==> src/rtl/hazard_pkg.sv <==
// hazard_pkg: shared encodings, shadow-stage records and hazard helper functions
// for the five-stage pipeline hazard controller.
`default_nettype none

package hazard_pkg;

  localparam logic [1:0] FWD_D_GRF  = 2'd0;
  localparam logic [1:0] FWD_D_E    = 2'd1;
  localparam logic [1:0] FWD_D_M    = 2'd2;
  localparam logic [1:0] FWD_E_PIPE = 2'd0;
  localparam logic [1:0] FWD_E_M    = 2'd1;
  localparam logic [1:0] FWD_E_W    = 2'd2;
  localparam logic       FWD_M_PIPE = 1'b0;
  localparam logic       FWD_M_W    = 1'b1;

  localparam logic [1:0] TUSE_NONE  = 2'd3;

  localparam logic [1:0] TNEW_READY = 2'd0;
  localparam logic [1:0] TNEW_LINK  = 2'd0;
  localparam logic [1:0] TNEW_ALU   = 2'd1;
  localparam logic [1:0] TNEW_LOAD  = 2'd2;

  localparam logic [3:0] MD_MULT_CYC = 4'd5;
  localparam logic [3:0] MD_DIV_CYC  = 4'd10;

  typedef struct packed {
    logic [4:0] rs;
    logic [4:0] rt;
    logic [4:0] wreg;
    logic [1:0] tnew;
    logic       md_start;
    logic       md_div;
  } e_stage_t;

  typedef struct packed {
    logic [4:0] rt;
    logic [4:0] wreg;
    logic [1:0] tnew;
  } m_stage_t;

  function automatic logic [1:0] tnew_dec(input logic [1:0] t);
    return (t == TNEW_READY) ? TNEW_READY : t - 2'd1;
  endfunction

  // A producer still computing (tnew) later than the reader's need (tuse) forces a stall.
  function automatic logic raw_stall(input logic [4:0] src, input logic [1:0] tuse,
                                     input e_stage_t e, input m_stage_t m);
    return (src != 5'd0) &&
           (((e.wreg == src) && (e.tnew > tuse)) ||
            ((m.wreg == src) && (m.tnew > tuse)));
  endfunction

  function automatic logic [1:0] fwd_d_sel(input logic [4:0] src, input e_stage_t e,
                                           input m_stage_t m);
    if (src == 5'd0) return FWD_D_GRF;
    if ((e.wreg == src) && (e.tnew == TNEW_READY)) return FWD_D_E;
    if ((m.wreg == src) && (m.tnew == TNEW_READY)) return FWD_D_M;
    return FWD_D_GRF;
  endfunction

  function automatic logic [1:0] fwd_e_sel(input logic [4:0] src, input m_stage_t m,
                                           input logic [4:0] w_wreg);
    if (src == 5'd0) return FWD_E_PIPE;
    if ((m.wreg == src) && (m.tnew == TNEW_READY)) return FWD_E_M;
    if (w_wreg == src) return FWD_E_W;
    return FWD_E_PIPE;
  endfunction

endpackage

`default_nettype wire

==> src/rtl/hazard_ctrl_if.sv <==
// hazard_ctrl_if: D-stage operand descriptors in, stall / forward selects out.
`default_nettype none

interface hazard_ctrl_if;
  logic [4:0] d_rs;
  logic [4:0] d_rt;
  logic [1:0] d_tuse_rs;
  logic [1:0] d_tuse_rt;
  logic [4:0] d_wreg;
  logic [1:0] d_tnew;
  logic       d_md;
  logic       d_md_start;
  logic       d_md_div;
  logic       stall;
  logic [1:0] fwd_d_rs;
  logic [1:0] fwd_d_rt;
  logic [1:0] fwd_e_rs;
  logic [1:0] fwd_e_rt;
  logic       fwd_m_rt;
  logic       md_busy;

  // master: pipeline datapath; slave: hazard controller
  modport master (
    output d_rs, d_rt, d_tuse_rs, d_tuse_rt, d_wreg, d_tnew, d_md, d_md_start, d_md_div,
    input  stall, fwd_d_rs, fwd_d_rt, fwd_e_rs, fwd_e_rt, fwd_m_rt, md_busy
  );

  modport slave (
    input  d_rs, d_rt, d_tuse_rs, d_tuse_rt, d_wreg, d_tnew, d_md, d_md_start, d_md_div,
    output stall, fwd_d_rs, fwd_d_rt, fwd_e_rs, fwd_e_rt, fwd_m_rt, md_busy
  );
endinterface

`default_nettype wire

==> src/rtl/hazard_ctrl_md_busy_ctr.sv <==
// md_busy_ctr: 4-bit load-and-decrement occupancy counter for the mult/div unit.
`default_nettype none

module md_busy_ctr (
  input  logic       clk,
  input  logic       reset,
  input  logic       load_i,
  input  logic [3:0] load_val_i,
  output logic       busy_o
);

  logic [3:0] cnt_q, cnt_d;

  always_comb begin
    cnt_d = cnt_q;
    if (load_i)
      cnt_d = load_val_i;
    else if (cnt_q != 4'd0)
      cnt_d = cnt_q - 4'd1;
  end

  always_ff @(posedge clk) begin
    if (reset)
      cnt_q <= 4'd0;
    else
      cnt_q <= cnt_d;
  end

  assign busy_o = (cnt_q != 4'd0);

endmodule

`default_nettype wire

==> src/rtl/hazard_ctrl.sv <==
// hazard_ctrl: stall and forwarding-select generation from shadow E/M/W state.
// Mult/div occupancy tracking is built only with HAZARD_CTRL_MULTDIV_EN defined.
`default_nettype none

module hazard_ctrl
  import hazard_pkg::*;
(
  input  logic         clk,
  input  logic         reset,
  hazard_ctrl_if.slave hz
);

  e_stage_t   e_q, e_d;
  m_stage_t   m_q, m_d;
  logic [4:0] w_wreg_q, w_wreg_d;

  logic rs_stall, rt_stall, md_stall, stall;
  logic md_busy;

  assign rs_stall = raw_stall(hz.d_rs, hz.d_tuse_rs, e_q, m_q);
  assign rt_stall = raw_stall(hz.d_rt, hz.d_tuse_rt, e_q, m_q);
  assign stall    = rs_stall | rt_stall | md_stall;

  always_comb begin
    e_d = '0;
    if (!stall) begin
      e_d.rs       = hz.d_rs;
      e_d.rt       = hz.d_rt;
      e_d.wreg     = hz.d_wreg;
      e_d.tnew     = hz.d_tnew;
      e_d.md_start = hz.d_md_start;
      e_d.md_div   = hz.d_md_div;
    end
    m_d.rt   = e_q.rt;
    m_d.wreg = e_q.wreg;
    m_d.tnew = tnew_dec(e_q.tnew);
    w_wreg_d = m_q.wreg;
  end

  always_ff @(posedge clk) begin
    if (reset) begin
      e_q      <= '0;
      m_q      <= '0;
      w_wreg_q <= 5'd0;
    end else begin
      e_q      <= e_d;
      m_q      <= m_d;
      w_wreg_q <= w_wreg_d;
    end
  end

`ifdef HAZARD_CTRL_MULTDIV_EN
  logic md_ctr_busy;

  md_busy_ctr u_md_busy_ctr (
    .clk        (clk),
    .reset      (reset),
    .load_i     (e_q.md_start),
    .load_val_i (e_q.md_div ? MD_DIV_CYC : MD_MULT_CYC),
    .busy_o     (md_ctr_busy)
  );

  // The starting op itself occupies the unit during its E cycle.
  assign md_busy  = md_ctr_busy | e_q.md_start;
  assign md_stall = hz.d_md & md_busy;
`else
  logic md_unused;

  assign md_unused = ^{hz.d_md, e_q.md_start, e_q.md_div};
  assign md_busy   = 1'b0;
  assign md_stall  = 1'b0;
`endif

  assign hz.stall    = stall;
  assign hz.md_busy  = md_busy;
  assign hz.fwd_d_rs = fwd_d_sel(hz.d_rs, e_q, m_q);
  assign hz.fwd_d_rt = fwd_d_sel(hz.d_rt, e_q, m_q);
  assign hz.fwd_e_rs = fwd_e_sel(e_q.rs, m_q, w_wreg_q);
  assign hz.fwd_e_rt = fwd_e_sel(e_q.rt, m_q, w_wreg_q);
  assign hz.fwd_m_rt = ((m_q.rt != 5'd0) && (w_wreg_q == m_q.rt)) ? FWD_M_W : FWD_M_PIPE;

endmodule

`default_nettype wire

==> src/flat_wrapper.sv <==
// flat-port wrapper written by rule: the top's interface ports become plain ports
module hazard_ctrl_flat import hazard_pkg::*;
  (clk, reset, hz_d_rs, hz_d_rt, hz_d_tuse_rs, hz_d_tuse_rt, hz_d_wreg, hz_d_tnew, hz_d_md, hz_d_md_start, hz_d_md_div, hz_stall, hz_fwd_d_rs, hz_fwd_d_rt, hz_fwd_e_rs, hz_fwd_e_rt, hz_fwd_m_rt, hz_md_busy);
  hazard_ctrl_if hz_i ();
  input  logic clk;
  input  logic reset;
  input wire logic [$bits(hz_i.d_rs)-1:0] hz_d_rs;
  input wire logic [$bits(hz_i.d_rt)-1:0] hz_d_rt;
  input wire logic [$bits(hz_i.d_tuse_rs)-1:0] hz_d_tuse_rs;
  input wire logic [$bits(hz_i.d_tuse_rt)-1:0] hz_d_tuse_rt;
  input wire logic [$bits(hz_i.d_wreg)-1:0] hz_d_wreg;
  input wire logic [$bits(hz_i.d_tnew)-1:0] hz_d_tnew;
  input wire logic [$bits(hz_i.d_md)-1:0] hz_d_md;
  input wire logic [$bits(hz_i.d_md_start)-1:0] hz_d_md_start;
  input wire logic [$bits(hz_i.d_md_div)-1:0] hz_d_md_div;
  output wire logic [$bits(hz_i.stall)-1:0] hz_stall;
  output wire logic [$bits(hz_i.fwd_d_rs)-1:0] hz_fwd_d_rs;
  output wire logic [$bits(hz_i.fwd_d_rt)-1:0] hz_fwd_d_rt;
  output wire logic [$bits(hz_i.fwd_e_rs)-1:0] hz_fwd_e_rs;
  output wire logic [$bits(hz_i.fwd_e_rt)-1:0] hz_fwd_e_rt;
  output wire logic [$bits(hz_i.fwd_m_rt)-1:0] hz_fwd_m_rt;
  output wire logic [$bits(hz_i.md_busy)-1:0] hz_md_busy;
  assign hz_i.d_rs = hz_d_rs;
  assign hz_i.d_rt = hz_d_rt;
  assign hz_i.d_tuse_rs = hz_d_tuse_rs;
  assign hz_i.d_tuse_rt = hz_d_tuse_rt;
  assign hz_i.d_wreg = hz_d_wreg;
  assign hz_i.d_tnew = hz_d_tnew;
  assign hz_i.d_md = hz_d_md;
  assign hz_i.d_md_start = hz_d_md_start;
  assign hz_i.d_md_div = hz_d_md_div;
  assign hz_stall = hz_i.stall;
  assign hz_fwd_d_rs = hz_i.fwd_d_rs;
  assign hz_fwd_d_rt = hz_i.fwd_d_rt;
  assign hz_fwd_e_rs = hz_i.fwd_e_rs;
  assign hz_fwd_e_rt = hz_i.fwd_e_rt;
  assign hz_fwd_m_rt = hz_i.fwd_m_rt;
  assign hz_md_busy = hz_i.md_busy;
  hazard_ctrl u_core (.clk(clk), .reset(reset), .hz(hz_i));
endmodule
==> config.mk <==
export PLATFORM = sky130hd
export DESIGN_NAME = hazard_ctrl_flat
export DESIGN_NICKNAME = d
export VERILOG_FILES = /design/src/rtl/hazard_pkg.sv /design/src/rtl/hazard_ctrl_if.sv /design/src/rtl/hazard_ctrl_md_busy_ctr.sv /design/src/rtl/hazard_ctrl.sv /design/src/flat_wrapper.sv
export SDC_FILE = /design/constraint.sdc
export NUM_CORES = 1
export LEC_CHECK = 0
export BUFFER_PORTS_ARGS = -buffer_cell sky130_fd_sc_hd__buf_2
export CAP_MARGIN = 10
export CORE_ASPECT_RATIO = 1.25
export CORE_MARGIN = 3
export CORE_UTILIZATION = 58
export DETAILED_ROUTE_END_ITERATION = 8
export PLACE_DENSITY_LB_ADDON = 0.05
export SLEW_MARGIN = 20
export SYNTH_ARGS = -nofsm -noshare
export SYNTH_HDL_FRONTEND = slang
export SYNTH_SLANG_ARGS = --single-unit
==> constraint.sdc <==
create_clock -name clk -period 5 [get_ports clk]
set_input_delay 0.5 -clock clk [delete_from_list [all_inputs] [get_ports clk]]
set_output_delay 0.5 -clock clk [all_outputs]
set_load 0.01 [all_outputs]
==> impl_summary.txt <==
----------------------------------------------------
[Yosys]
  Cells after Synth ... 235
  Sequential-to-total area share from yosys stat ... 32.32%
  Post-synthesis cell type count ... 28
  Average instance area after synthesis ... 8.961 sq um
  Largest area contributor in the netlist ... sky130_fd_sc_hd__dfxtp_1
  Largest cells by area after synthesis ... sky130_fd_sc_hd__dfxtp_1 32%, sky130_fd_sc_hd__nor2b_1 11%, sky130_fd_sc_hd__xor2_1 10%, sky130_fd_sc_hd__xnor2_1 8.3%, sky130_fd_sc_hd__o41ai_1 7.1%
  Top-area cell type share of the netlist area ... 32.32%
  Nets in the synthesized netlist ... 270
  Number of warnings issued by yosys ... 0
  Synth Register Bits ... 34
  Cell Area, Synth ... 2106 sq um

[Placed design]
  I/O Buffers ... 32
  Weighted congestion at the end of routability-driven global placement ... 0.8220
  Hpwl dp ... 3374 um

[Floorplanning]
  Site row count ... 23
  Chip Height ... 73.37 um
  Placeable Area ... 3338 sq um
  Number of primary I/O pins ... 37
  Floorplan die area ... 4394 sq um
  Initial core utilization ... 63.08%
  DIE WIDTH ... 59.90 um

[Critical path]
  Crit-path max cell delay ... 0.53 ns
  Count of cell instances traversed by the critical path ... 6
  Crit path kind ... in -> out
  Kind of start point of the critical path ... primary input
  Buffering stage count on the worst path with inverters included ... 2
  Crit path capture type ... output port
  Critical path data required time ... 4.50 ns
  Crit path max-delay family ... simple AND/OR/NAND/NOR gates
  WP data arrival ... 2.44 ns
  Critical-path cell list ... buf_2, or4_1, nor2_2, and4b_1, or4_1, buf_2
  Max stage delay cell, worst path ... sky130_fd_sc_hd__or4_1
  Startpoint of the lowest-slack register-to-register path ... u_core.e_q[3]
  Cells on worst reg2reg path ... 5
  Startpoint of the most critical setup path ... hz_d_rs[1]
  CP Max Fanout ... 18

[GRT]
  Tot GR Track Use ... 24.70%
  Number of antenna violations at the first check in global routing ... 0
  First-pass GRT wire length ... 8135 um
  Congestion Overflow GR ... 0
  Pin count of the biggest net entering global routing ... 35
  Vias in the first global route ... 1,770

[Clock network]
  Number of gates given a new drive strength after cts ... 0
  Number of buffers inserted to repair setup after CTS ... 0
  Cts hold-fix bufs ... 0
  Clock transition time at the flip-flop clock pins of the worst setup and hold paths ... 0.06 ns
  H-tree depth ... 2
  Root cell of the clock tree ... sky130_fd_sc_hd__clkbuf_8
  TritonCTS buffer count ... 5
  Clock insertion delay at the later pin of the skew report ... 0.28 ns
  TritonCTS clock tree ... done
  CTS max path bufs ... 2
  CTS sink count ... 34

[Route]
  Starting DRT DRC Count ... 45
  Via Count ... 1,766
  Router iterations before antenna repair ... 4
  Remaining DRCs ... 0
  Antenna Nets Post-Route ... 0
  DR WL/cell ... 16.35 um
  Average via count per standard cell ... 5.986
  Total wirelength of the detailed-routed design ... 4822 um

[Timing]
  Final hold slack ... 0.4218 ns
  RSZ-0062 raised after global routing ... false
  Highest achievable clock rate ... 0.3403 GHz
  Final number of hold-violating endpoints ... 0
  Part of the cycle the worst path needs ... 58.78%
  Endpoints failing setup ... 0
  Clock Skew ... 0.004118 ns
  Max Transition Viols Final ... 0
  Setup TNS Final ... 0 ns
  Worst-Margin Slew ... 0.7831 ns
  Clock period minus final worst setup slack ... 2.939 ns
  Relative slew slack ... 47.65%

[Hold path]
  Hold path startpoint ... u_core.e_q[2]
  Hold Crit Class ... reg -> reg
  WHS Path Cells ... 1

[Pwr]
  Power per cell area ... 292.8 nW/um^2
  Highest ir drop seen on vdd ... 0.0002215 V
  Lkg Pwr ... 1.014 nW

[Finish]
  Diodes inserted ... 0
  Area growth from synthesis to layout ... 11.23%
  Number of nets at the end of the flow ... 293
  Fraction of final layout cells with drive strength greater than 1 ... 18.22%
  Area taken by flip-flops and latches ... 680.7 sq um
  Utilization after layout ... 70.16%
  Highest-count cells in the layout ignoring fill and taps ... 36 x sky130_fd_sc_hd__nor2b_1, 34 x sky130_fd_sc_hd__dfxtp_1, 32 x sky130_fd_sc_hd__buf_2
  Area of the multi-input gates ... 1301 sq um
  Fill count ... 300
  Most common cell after layout, fill and taps aside ... sky130_fd_sc_hd__nor2b_1

[Job]
  Max Cap Violations ... 0

[Outcome]
  Status ... completed

----------------------------------------------------
-- path summary, 6_finish.rpt --
path | end | slack (ns)
worst max-delay path | hz_stall | 2.06
worst min-delay path | u_core.m_q[0] | 0.42
worst max register to register | u_core.e_q[3] | 2.92
worst min register to register | u_core.m_q[0] | 0.42
-- routing by layer --
metal  track usage [%]  part of all wire, %
met5                 0                    0
met2             42.79                   52
met1             29.65                   42
met4             8.621                  1.1
met3             5.097                  5.0
-- synth_stat cells --
cell,number
sky130_fd_sc_hd__nor2b_1,36
sky130_fd_sc_hd__dfxtp_1,34
sky130_fd_sc_hd__xor2_1,24
sky130_fd_sc_hd__nor4_1,21
sky130_fd_sc_hd__xnor2_1,20
sky130_fd_sc_hd__o41ai_1,17
sky130_fd_sc_hd__clkbuf_1,11
sky130_fd_sc_hd__nor2_1,10
sky130_fd_sc_hd__ha_1,9
sky130_fd_sc_hd__nor3_1,7
sky130_fd_sc_hd__nand3_1,6
sky130_fd_sc_hd__inv_1,5
sky130_fd_sc_hd__or4_1,5
sky130_fd_sc_hd__nand2_1,4
sky130_fd_sc_hd__buf_2,3
sky130_fd_sc_hd__buf_6,3
sky130_fd_sc_hd__nor4_2,3
sky130_fd_sc_hd__a2bb2oi_1,2
sky130_fd_sc_hd__and3_1,2
sky130_fd_sc_hd__and4_1,2
sky130_fd_sc_hd__and4b_1,2
sky130_fd_sc_hd__buf_4,2
sky130_fd_sc_hd__nor2_2,2
sky130_fd_sc_hd__a21oi_1,1
sky130_fd_sc_hd__conb_1,1
sky130_fd_sc_hd__nand4_1,1
sky130_fd_sc_hd__o21ai_0,1
sky130_fd_sc_hd__o21ai_1,1
-- flip-flops by register name (all words and copies together) (netlist names) --
name             flops
u_core.e_q          17
u_core.m_q           7
u_core.w_wreg_d      5
u_core.w_wreg_q      5
-- where the power goes --
group          leakage, nW  internal, mW  switching, mW  total [mW]
Clock               0.0573         0.159         0.0953       0.255
Sequential           0.281         0.286         0.0184       0.304
Combinational        0.675        0.0582         0.0688       0.127
-- final cells by class --
cell class,count,area share [%]
sequential,34,29.06
clock inverter,1,1.282
inverter,5,0.8013
clock buffer,6,3.526
timing repair buffer,35,7.799
multi-input combinational,177,55.56
tap,37,1.976
-- metrics by stage --
step | worst slack, ns | cells | cell area [sq um] | power, mW
floorplan | 2.511 | 235 | 2106 | 0.3965
global route | 1.905 | 295 | 2342 | 0.7160
finish | 2.061 | 295 | 2342 | 0.6858
global placement | 2.092 | 288 | 2230 | 0.4329
detailed placement | 2.080 | 288 | 2230 | 0.4360
CTS | 2.079 | 295 | 2342 | 0.6902
-- logic make-up (layout without fill, tap and decap cells) --
| logic type | Yosys count | after routing | share of synthesized area (%) |
|---|---|---|---|
| AO/OA/AOI/OAI | 22 | 22 | 8.615 |
| XOR/XNOR | 44 | 44 | 18.30 |
| adder cells (fa/ha/maj) | 9 | 9 | 5.348 |
| buffers and inverters | 24 | 47 | 5.882 |
| flip-flops | 34 | 34 | 32.32 |
| other | 1 | 1 | 0.1781 |
| AND/OR/NAND/NOR | 101 | 101 | 29.35 |
-- worst reg2reg max path: stages, from the launching register on --
cell	delay, ns
sky130_fd_sc_hd__dfxtp_1	0.34
sky130_fd_sc_hd__ha_1	0.29
sky130_fd_sc_hd__nor2b_1	0.13
sky130_fd_sc_hd__a2bb2oi_1	0.29
sky130_fd_sc_hd__and4b_1	0.73
sky130_fd_sc_hd__nor4_1	0.16
Power figures use the tool's default switching activity.
